`config.mk`:
```
export PLATFORM = sky130hd
export DESIGN_NAME = snn_lif_layer
export DESIGN_NICKNAME = d
export VERILOG_FILES = /design/src/rtl/snn_pkg.sv /design/src/rtl/lif_neuron.sv /design/src/rtl/snn_lif_layer.sv
export SDC_FILE = /design/constraint.sdc
export NUM_CORES = 1
export LEC_CHECK = 0
export CAP_MARGIN = 20
export CORE_MARGIN = 3
export CORE_UTILIZATION = 55
export CTS_BUF_LIST = sky130_fd_sc_hd__clkbuf_16
export DETAILED_ROUTE_END_ITERATION = 16
export PLACE_DENSITY = 0.76
export SLEW_MARGIN = 5
export SYNTH_ARGS = -nofsm -noshare
export SYNTH_HDL_FRONTEND = slang
export SYNTH_SLANG_ARGS = --single-unit
```
`constraint.sdc`:
```
create_clock -name clk -period 13.44 [get_ports clk]
set_input_delay 2.688 -clock clk [delete_from_list [all_inputs] [get_ports clk]]
set_output_delay 2.688 -clock clk [all_outputs]
set_load 0.005 [all_outputs]
```
`src/rtl/snn_pkg.sv`:
```
// Shared constants and helpers for the snn_lif_layer spiking layer.
// Elaboration-time and combinational helpers only; no state, no flow control.
package snn_pkg;

    localparam int N_IN_DEF       = 8;
    localparam int N_OUT_DEF      = 2;
    localparam int VAL_W_DEF      = 4;
    localparam int W_W_DEF        = 4;
    localparam int POT_W_DEF      = 10;
    localparam int LEAK_SHIFT_DEF = 3;
    localparam int REFRAC_DEF     = 2;

    function automatic int clog2(input int value);
        int result;
        result = 0;
        for (int k = 0; k < 31; k++) begin
            if ((1 << k) < value) result = k + 1;
        end
        return result;
    endfunction

    // Vector widths must never collapse to zero bits.
    function automatic int min1_clog2(input int value);
        int result;
        result = clog2(value);
        return (result < 1) ? 1 : result;
    endfunction

    function automatic int widx(input int j, input int i, input int n_in);
        return j * n_in + i;
    endfunction

    function automatic logic signed [31:0] clamp_pot(input logic signed [31:0] x,
                                                     input int                 pot_w);
        logic signed [31:0] hi;
        logic signed [31:0] result;
        hi = (32'sd1 <<< (pot_w - 1)) - 32'sd1;
        if (x < 0)       result = '0;
        else if (x > hi) result = hi;
        else             result = x;
        return result;
    endfunction

endpackage

```
`src/rtl/lif_neuron.sv`:
```
// One leaky integrate-and-fire neuron: leak, integrate, clamp, fire, refractory.
// Spike registered on the same edge the potential updates; en gates all state, no backpressure.
module lif_neuron
    import snn_pkg::*;
#(
    parameter int POT_W      = POT_W_DEF,
    parameter int SUM_W      = POT_W_DEF + 3,
    parameter int LEAK_SHIFT = LEAK_SHIFT_DEF,
    parameter int REFRAC     = REFRAC_DEF
) (
    input  logic                    clk,
    input  logic                    reset,
    input  logic                    en_i,
    input  logic signed [SUM_W-1:0] syn_sum_i,
    input  logic [POT_W-2:0]        threshold_i,
    output logic                    spike_o
);

    localparam int              R_W      = min1_clog2(REFRAC + 1);
    localparam int              WIDE_W   = SUM_W + 2;
    localparam logic [R_W-1:0]  REFRAC_R = R_W'(REFRAC);

    logic signed [POT_W-1:0]  v_q, v_d;
    logic [R_W-1:0]           r_q, r_d;
    logic                     spike_q, spike_d;
    logic signed [POT_W-1:0]  leak;
    logic signed [WIDE_W-1:0] v_wide;
    logic signed [31:0]       v_clamped;
    logic                     fire;

    assign leak      = v_q >>> LEAK_SHIFT;
    assign v_wide    = WIDE_W'(v_q) - WIDE_W'(leak) + WIDE_W'(syn_sum_i);
    assign v_clamped = clamp_pot(32'(v_wide), POT_W);
    // A zero threshold disables firing while still letting the potential integrate.
    assign fire      = (threshold_i != '0) && (v_clamped >= $signed(32'(threshold_i)));

    always_comb begin
        v_d     = v_q;
        r_d     = r_q;
        spike_d = 1'b0;
        if (en_i) begin
            if (r_q != '0) begin
                r_d = r_q - R_W'(1);
                v_d = '0;
            end else if (fire) begin
                spike_d = 1'b1;
                v_d     = '0;
                r_d     = REFRAC_R;
            end else begin
                v_d = v_clamped[POT_W-1:0];
            end
        end
    end

    always_ff @(posedge clk or negedge reset) begin
        if (!reset) begin
            v_q     <= '0;
            r_q     <= '0;
            spike_q <= 1'b0;
        end else begin
            v_q     <= v_d;
            r_q     <= r_d;
            spike_q <= spike_d;
        end
    end

    assign spike_o = spike_q;

endmodule

```
`src/rtl/snn_lif_layer.sv`:
```
// Rate-coding encoders feeding a fully connected layer of LIF neurons with programmable weights.
// Value change to output spike in 2 edges; en gates all neuron state, weight writes are never stalled.
module snn_lif_layer
    import snn_pkg::*;
#(
    parameter int N_IN       = N_IN_DEF,
    parameter int N_OUT      = N_OUT_DEF,
    parameter int VAL_W      = VAL_W_DEF,
    parameter int W_W        = W_W_DEF,
    parameter int POT_W      = POT_W_DEF,
    parameter int LEAK_SHIFT = LEAK_SHIFT_DEF,
    parameter int REFRAC     = REFRAC_DEF
) (
    input  logic                                  clk,
    input  logic                                  reset,
    input  logic                                  en,
    input  logic [N_IN*VAL_W-1:0]                 inputValue,
    input  logic [POT_W-2:0]                      threshold,
    input  logic                                  wt_we,
    input  logic [min1_clog2(N_IN*N_OUT)-1:0]     wt_addr,
    input  logic [W_W-1:0]                        wt_data,
    output logic [N_IN-1:0]                       input_spikes,
    output logic [N_OUT-1:0]                      output_spikes
);

    localparam int               N_W    = N_IN * N_OUT;
    localparam int               ADDR_W = min1_clog2(N_W);
    localparam int               SUM_W  = POT_W + clog2(N_IN);
    localparam logic [ADDR_W:0]  N_W_L  = (ADDR_W + 1)'(N_W);

    logic [W_W-1:0]          w_q [N_W];
    logic signed [SUM_W-1:0] syn_sum [N_OUT];

    for (genvar i = 0; i < N_IN; i++) begin : g_enc
        logic [VAL_W-1:0] acc_q;
        logic [VAL_W:0]   acc_sum;
        logic             spike_q;

        // The carry out of the phase accumulator is the spike.
        assign acc_sum = {1'b0, acc_q} + {1'b0, inputValue[i*VAL_W +: VAL_W]};

        always_ff @(posedge clk or negedge reset) begin
            if (!reset) begin
                acc_q   <= '0;
                spike_q <= 1'b0;
            end else if (en) begin
                acc_q   <= acc_sum[VAL_W-1:0];
                spike_q <= acc_sum[VAL_W];
            end else begin
                spike_q <= 1'b0;
            end
        end

        assign input_spikes[i] = spike_q;
    end

    // Out-of-range addresses are dropped rather than aliased onto a real weight.
    always_ff @(posedge clk or negedge reset) begin
        if (!reset) begin
            for (int k = 0; k < N_W; k++) w_q[k] <= '0;
        end else if (wt_we && ({1'b0, wt_addr} < N_W_L)) begin
            w_q[wt_addr] <= wt_data;
        end
    end

    always_comb begin
        for (int j = 0; j < N_OUT; j++) begin
            syn_sum[j] = '0;
            for (int i = 0; i < N_IN; i++) begin
                if (input_spikes[i]) begin
                    syn_sum[j] = syn_sum[j] + SUM_W'($signed(w_q[widx(j, i, N_IN)]));
                end
            end
        end
    end

    for (genvar j = 0; j < N_OUT; j++) begin : g_lif
        lif_neuron #(
            .POT_W      (POT_W),
            .SUM_W      (SUM_W),
            .LEAK_SHIFT (LEAK_SHIFT),
            .REFRAC     (REFRAC)
        ) u_lif (
            .clk         (clk),
            .reset       (reset),
            .en_i        (en),
            .syn_sum_i   (syn_sum[j]),
            .threshold_i (threshold),
            .spike_o     (output_spikes[j])
        );
    end

endmodule

```
== Yosys cells after proc, flatten, opt, wreduce, memory -nomap -nowiden ==
Index checks and enable logic that the tools add are counted.
Storage, ports and cells
  flip-flop bits (word level): 130
  bits in latches: 0
  memory bits (writable): 0
  memory bits (read-only): 0
  output and inout bits: 10
  logic and storage cells: 130
  memories: 0
Operators by class
  add/sub/neg operators: 28
  $mul: 0
  divide/modulo/power cells: 0
  magnitude comparators: 8
  equal/unequal tests: 0
  shift operators: 0
  muxes and demuxes: 45
  bitwise gates (word level): 1
  reduce and logical (&&, ||, !) cells: 10
Operators by type and width (count)
  $mux 13: 16
  $add 13x4->13: 14
  $mux 32: 4
  $bwmux 64: 1
  $ge 32x10->1: 2
  $add 4x4->5: 8
  $mux 10: 4
  $gt 15x10->1 const B: 2
  $lt 15x1->1 const B: 2
  $add 11x13->14: 2
  $sub 10x7->11: 2
  $demux 4 s4: 1
  $mux 1: 14
  $reduce_bool 9->1: 1
  $mux 2: 4
  $reduce_bool 2->1: 4
  $ge 5x5->1 const B: 1
  $lt 5x1->1 const B: 1
  $not 4->5: 1
  $mux 4: 1
  $reduce_and 2->1: 2
  $sub 2x1->2 const B: 2
  $logic_and 1x1->1: 3

== Logic depth before layout (Yosys ltp) ==
  word-level depth: 24
  depth in mapped cells: 71
  gate-level depth less buffers: 68

== Modules after synthesis ==
From an unflattened synthesis, not the netlist that was laid out.
Second synthesis, totals
  cells, all modules: 2095
  area, all modules: 17808.3 µm²
By module, submodules not included
  snn_lif_layer: times used 1, cells each 1625, area an instance 13857.0 µm²
  lif_neuron (g_lif[0].u_lif): times used 1, cells each 238, area an instance 2023.2 µm²
  lif_neuron (g_lif[1].u_lif): times used 1, cells each 232, area an instance 1928.1 µm²

== Least setup slack after synthesis ==
No wires, ideal clock.
  path type: register -> register
  start: register g_enc[0].spike_q
  end: register g_lif[0].u_lif.v_q[2]
  arrival: 12.713 ns
  required time: 13.345 ns
  slack: 0.632 ns
  cell stages (with the launch flop): 70
  clock period less this slack: 12.808 ns
  cells stage by stage: dfrtp_1 -> clkbuf_1 -> and2_1 -> ha_1 -> inv_1 -> fa_1 -> nor2b_1 -> o21ai_0 -> a21oi_1 -> fa_1 -> o21ai_0 -> ha_1 -> o21a_1 -> o31a_1 -> a211oi_1 -> a21o_1 -> ha_1 -> o21a_1 -> [34 not listed] -> a21oi_1 -> nor4_1 -> nand4b_1 -> nand3b_1 -> a21o_1 -> ha_1 -> nand2b_1 -> a21o_1 -> a21o_1 -> a21oi_1 -> nor2b_1 -> o21ai_0 -> a21oi_1 -> o31ai_1 -> nand4b_1 -> or2_2 -> buf_2 -> o221ai_1
On the way
  cells in the longest elaborated chain, start to end: 23
Ends and longest elaborated chain
  from (decl): line snn_lif_layer.sv:37  | logic spike_q;
  from (signal assigned): line snn_lif_layer.sv:48  | spike_q <= acc_sum[VAL_W];
  $mux 13 *: line snn_lif_layer.sv:70  | if (input_spikes[i]) begin
  $add 13x4->13: line snn_lif_layer.sv:71  | syn_sum[j] = syn_sum[j] + SUM_W'($signed(w_q[widx(j, i, N_IN)]));
  $mux 13 *: line snn_lif_layer.sv:70
  $add 13x4->13: line snn_lif_layer.sv:71
  $mux 13 *: line snn_lif_layer.sv:70
  $add 13x4->13: line snn_lif_layer.sv:71
  $mux 13 *: line snn_lif_layer.sv:70
  $add 13x4->13: line snn_lif_layer.sv:71
  [7 not listed]
  $add 11x13->14 *: line lif_neuron.sv:32  | assign v_wide = WIDE_W'(v_q) - WIDE_W'(leak) + WIDE_W'(syn_sum_i);
  $gt 15x10->1: line snn_pkg.sv:39  | else if (x > hi) result = hi;
  $mux 32: line snn_pkg.sv:39
  $mux 32 *: line snn_pkg.sv:38  | if (x < 0) result = '0;
  $ge 32x10->1: line lif_neuron.sv:35  | assign fire = (threshold_i != '0) && (v_clamped >= $signed(32'(threshold_i)));
  $logic_and 1x1->1: line lif_neuron.sv:35
  $mux 10 *: line lif_neuron.sv:45  | end else if (fire) begin
  $mux 10 *: line lif_neuron.sv:42  | if (r_q != '0) begin
  to (signal assigned): line lif_neuron.sv:61  | v_q <= v_d;
  to (decl): line lif_neuron.sv:23  | logic signed [POT_W-1:0] v_q, v_d;
Every way passes the cells marked *; elsewhere a longest branch is shown, timed or not.
A chain may end at the register's enable or synchronous reset.

== Final worst setup path ==
Ends and elaborated chain as after synthesis.

==> impl_metrics.ini <==
[status]
status = completed

[clock_network]
cts-htree-levels = 4
cts_hold_buffers = 0
clk_path_buf_depth = 2
cts-root-buf = clkbuf_16
clkTransAtPathRegs_ps = 60
cts_tree = built
insertion_delay_ps = 430
cts_num_sinks = 130
cts_buffers = 17

[placement]
port_buffers = 62
dpl.hpwl_um = 30590
gp_congestion = 0.9073

[sta]
max_freq_mhz = 78.75
period_share_pct = 94.49
period_minus_slack_ps = 12700
holdWs_ps = 507.5
tightestPinTransition_ps = 984.4
hold_viol = 0
max_slew_margin_pct = 34.17
finClkSkew_ps = 9.890
drv_slew = 0
finalSetupViolations = 0

[die]
io_pins = 63
die-area_um2 = 32810
coreArea_um2 = 29950
fp.dieH_um = 181.1
die_x_um = 181.1
rows = 63
initial_utilization_pct = 56.32

[setup_path]
crit_fanout = 11
required_ps = 13780
reg2regPathDepth = 66
path_depth = 66
critPathSlowestCell = fa_1
path_class = reg2reg
cp_common_cell = ha_1
crit_arrival_ps = 13040
path_buf_inv = 4
cp_slowest_stage_delay_ps = 510
worst_setup_path_start_kind = flop
cp-end-kind = flop
path_delay_family = compound AO/OA/AOI/OAI gates

[min_path]
hp-class = reg2reg
holdPathStages = 1

[logic_synthesis]
synth_nets = 2268
synth_edf_count = 0
synth-seq-cells = 130
synth-main-ff-cell = dfrtp_1
synth_area_per_cell_um2 = 8.682
synth.distinct_cells = 76
syn_area_um2 = 16870
ys_warn_count = 0
async_reset_ff_share_pct = 100.0
synthCells = 1943
yosysSeqAreaShare_pct = 19.28

[global_routing]
grt_pass1_vias = 14348
grt_first_pass_wirelength_um = 67370
grt_start_max_net_pins = 77
antenna_found_initial = 0
grt_overflow = 0
grt_use_total_pct = 24.15

[routing]
highest_layer = met4
totalWireLength_um = 40010
wl_met1_um = 18050
dr.pass1.iters = 5
via_per_inst = 6.034
vias = 14427
ant_nets = 0
first_iter_violations = 844
wl_per_cell_um = 16.73
dr_wl_met3_um = 1374
dr_wl_met2_um = 19600
drcViolationCount = 0

[final_layout]
syn2layout_area_growth_pct = 10.93
fill_cells = 2486
num-nets-final = 2314
layout_commonest_cell = ha_1
drive_gt1_share_pct = 13.44
layout_common_cells = ha_1 (220), inv_1 (138), a21oi_1 (137), mux2_2 (136), nor2_1 (135)
diodes = 0

[run]
cap_violations = 0
-- per-layer routing --
metal / track usage (%) / vias up
met1: 30.80 / 6912
li1: - / 7130
met5: 0 / -
met3: 3.000 / 69
met4: 7.556 / 0
met2: 42.61 / 316
-- kinds of logic (layout without fill, tap and decap cells) --
| group | count (synthesis) | count (layout) | share of synthesized area [%] |
|---|---|---|---|
| AO/OA/AOI/OAI | 553 | 553 | 21.18 |
| XOR/XNOR | 136 | 136 | 7.313 |
| adder cells (fa/ha/maj) | 273 | 273 | 22.19 |
| buffers and inverters | 202 | 260 | 4.851 |
| flip-flops | 130 | 130 | 19.28 |
| multiplexers | 167 | 167 | 10.95 |
| AND/OR/NAND/NOR | 482 | 482 | 14.23 |
-- cell type report --
cell class / count / area (µm²) / area share, %
Sequential cell: 130 / 3253 / 17.39
Clock inverter: 14 / 138.9 / 0.7422
Clock buffer: 17 / 425.4 / 2.273
Inverter: 138 / 518.0 / 2.768
Tap cell: 390 / 488.0 / 2.608
Timing Repair Buffer: 91 / 834.6 / 4.460
Multi-Input combinational cell: 1611 / 13050 / 69.76
-- Yosys cell counts, types with 21 or more instances --
cell      instances  share of area [%]
ha_1            228                 17
a21oi_1         143                4.2
inv_1           138                3.1
mux2_2          136                9.1
nor2_1          136                3.0
dfrtp_1         130                 19
o21ai_0         120                3.6
nand2_1         110                2.4
xnor2_1          91                4.7
a21o_1           56                2.5
o21a_1           53                2.4
fa_1             44                5.2
clkbuf_1         42               0.93
nor2b_1          42                1.6
xor2_1           42                2.2
nand2b_1         41                1.5
nor3_1           35                1.0
a211oi_1         32                1.4
mux2i_1          30                1.8
a31oi_1          21               0.78
-- worst paths after layout --
kind	start	slack, ps	end
max	g_enc[0].spike_q	740	g_lif[0].u_lif.v_q[2]
min	g_enc[0].acc_q[0]	510	g_enc[0].acc_q[0]
max reg2reg	g_enc[0].spike_q	740	g_lif[0].u_lif.v_q[2]
min reg2reg	g_enc[0].acc_q[0]	510	g_enc[0].acc_q[0]
max in group asynchronous	reset	9840	w_q[57]
min in group asynchronous	reset	2210	g_lif[1].u_lif.r_q[0]
-- stage by stage --
stage / util (%) / cell area, µm² / std cells / setup WS [ps] / setup TNS, ps
after detailed placement: 59.38 / 17790 / 2346 / -154.0 / -1314
after CTS: 61.31 / 18370 / 2378 / 11.07 / 0
final: 62.47 / 18710 / 2391 / 740.9 / 0
after floorplan: - / 16870 / 1943 / 631.9 / 0
after global placement: 59.38 / 17790 / 2346 / 152.2 / 0
after global routing: 62.47 / 18710 / 2391 / -75.48 / -654.8
-- sequential cells by signal, indices dropped and copies added, names as in the netlist --
signal               cells
w_q                     64
g_enc.acc_q             32
g_lif.u_lif.v_q         20
g_enc.spike_q            8
g_lif.u_lif.r_q          4
g_lif.u_lif.spike_o      2
-- timing repair --
| action | in CTS | in global routing |
|---|---|---|
| buffers inserted | 1 | 13 |
| resized for setup | 2 | 71 |
| endpoints found under the setup margin | 9 | 24 |
| pin swaps | 1 | 24 |
Power is not shown: default switching activity piles up to over one toggle a cycle in this logic, so the estimate is an artifact.
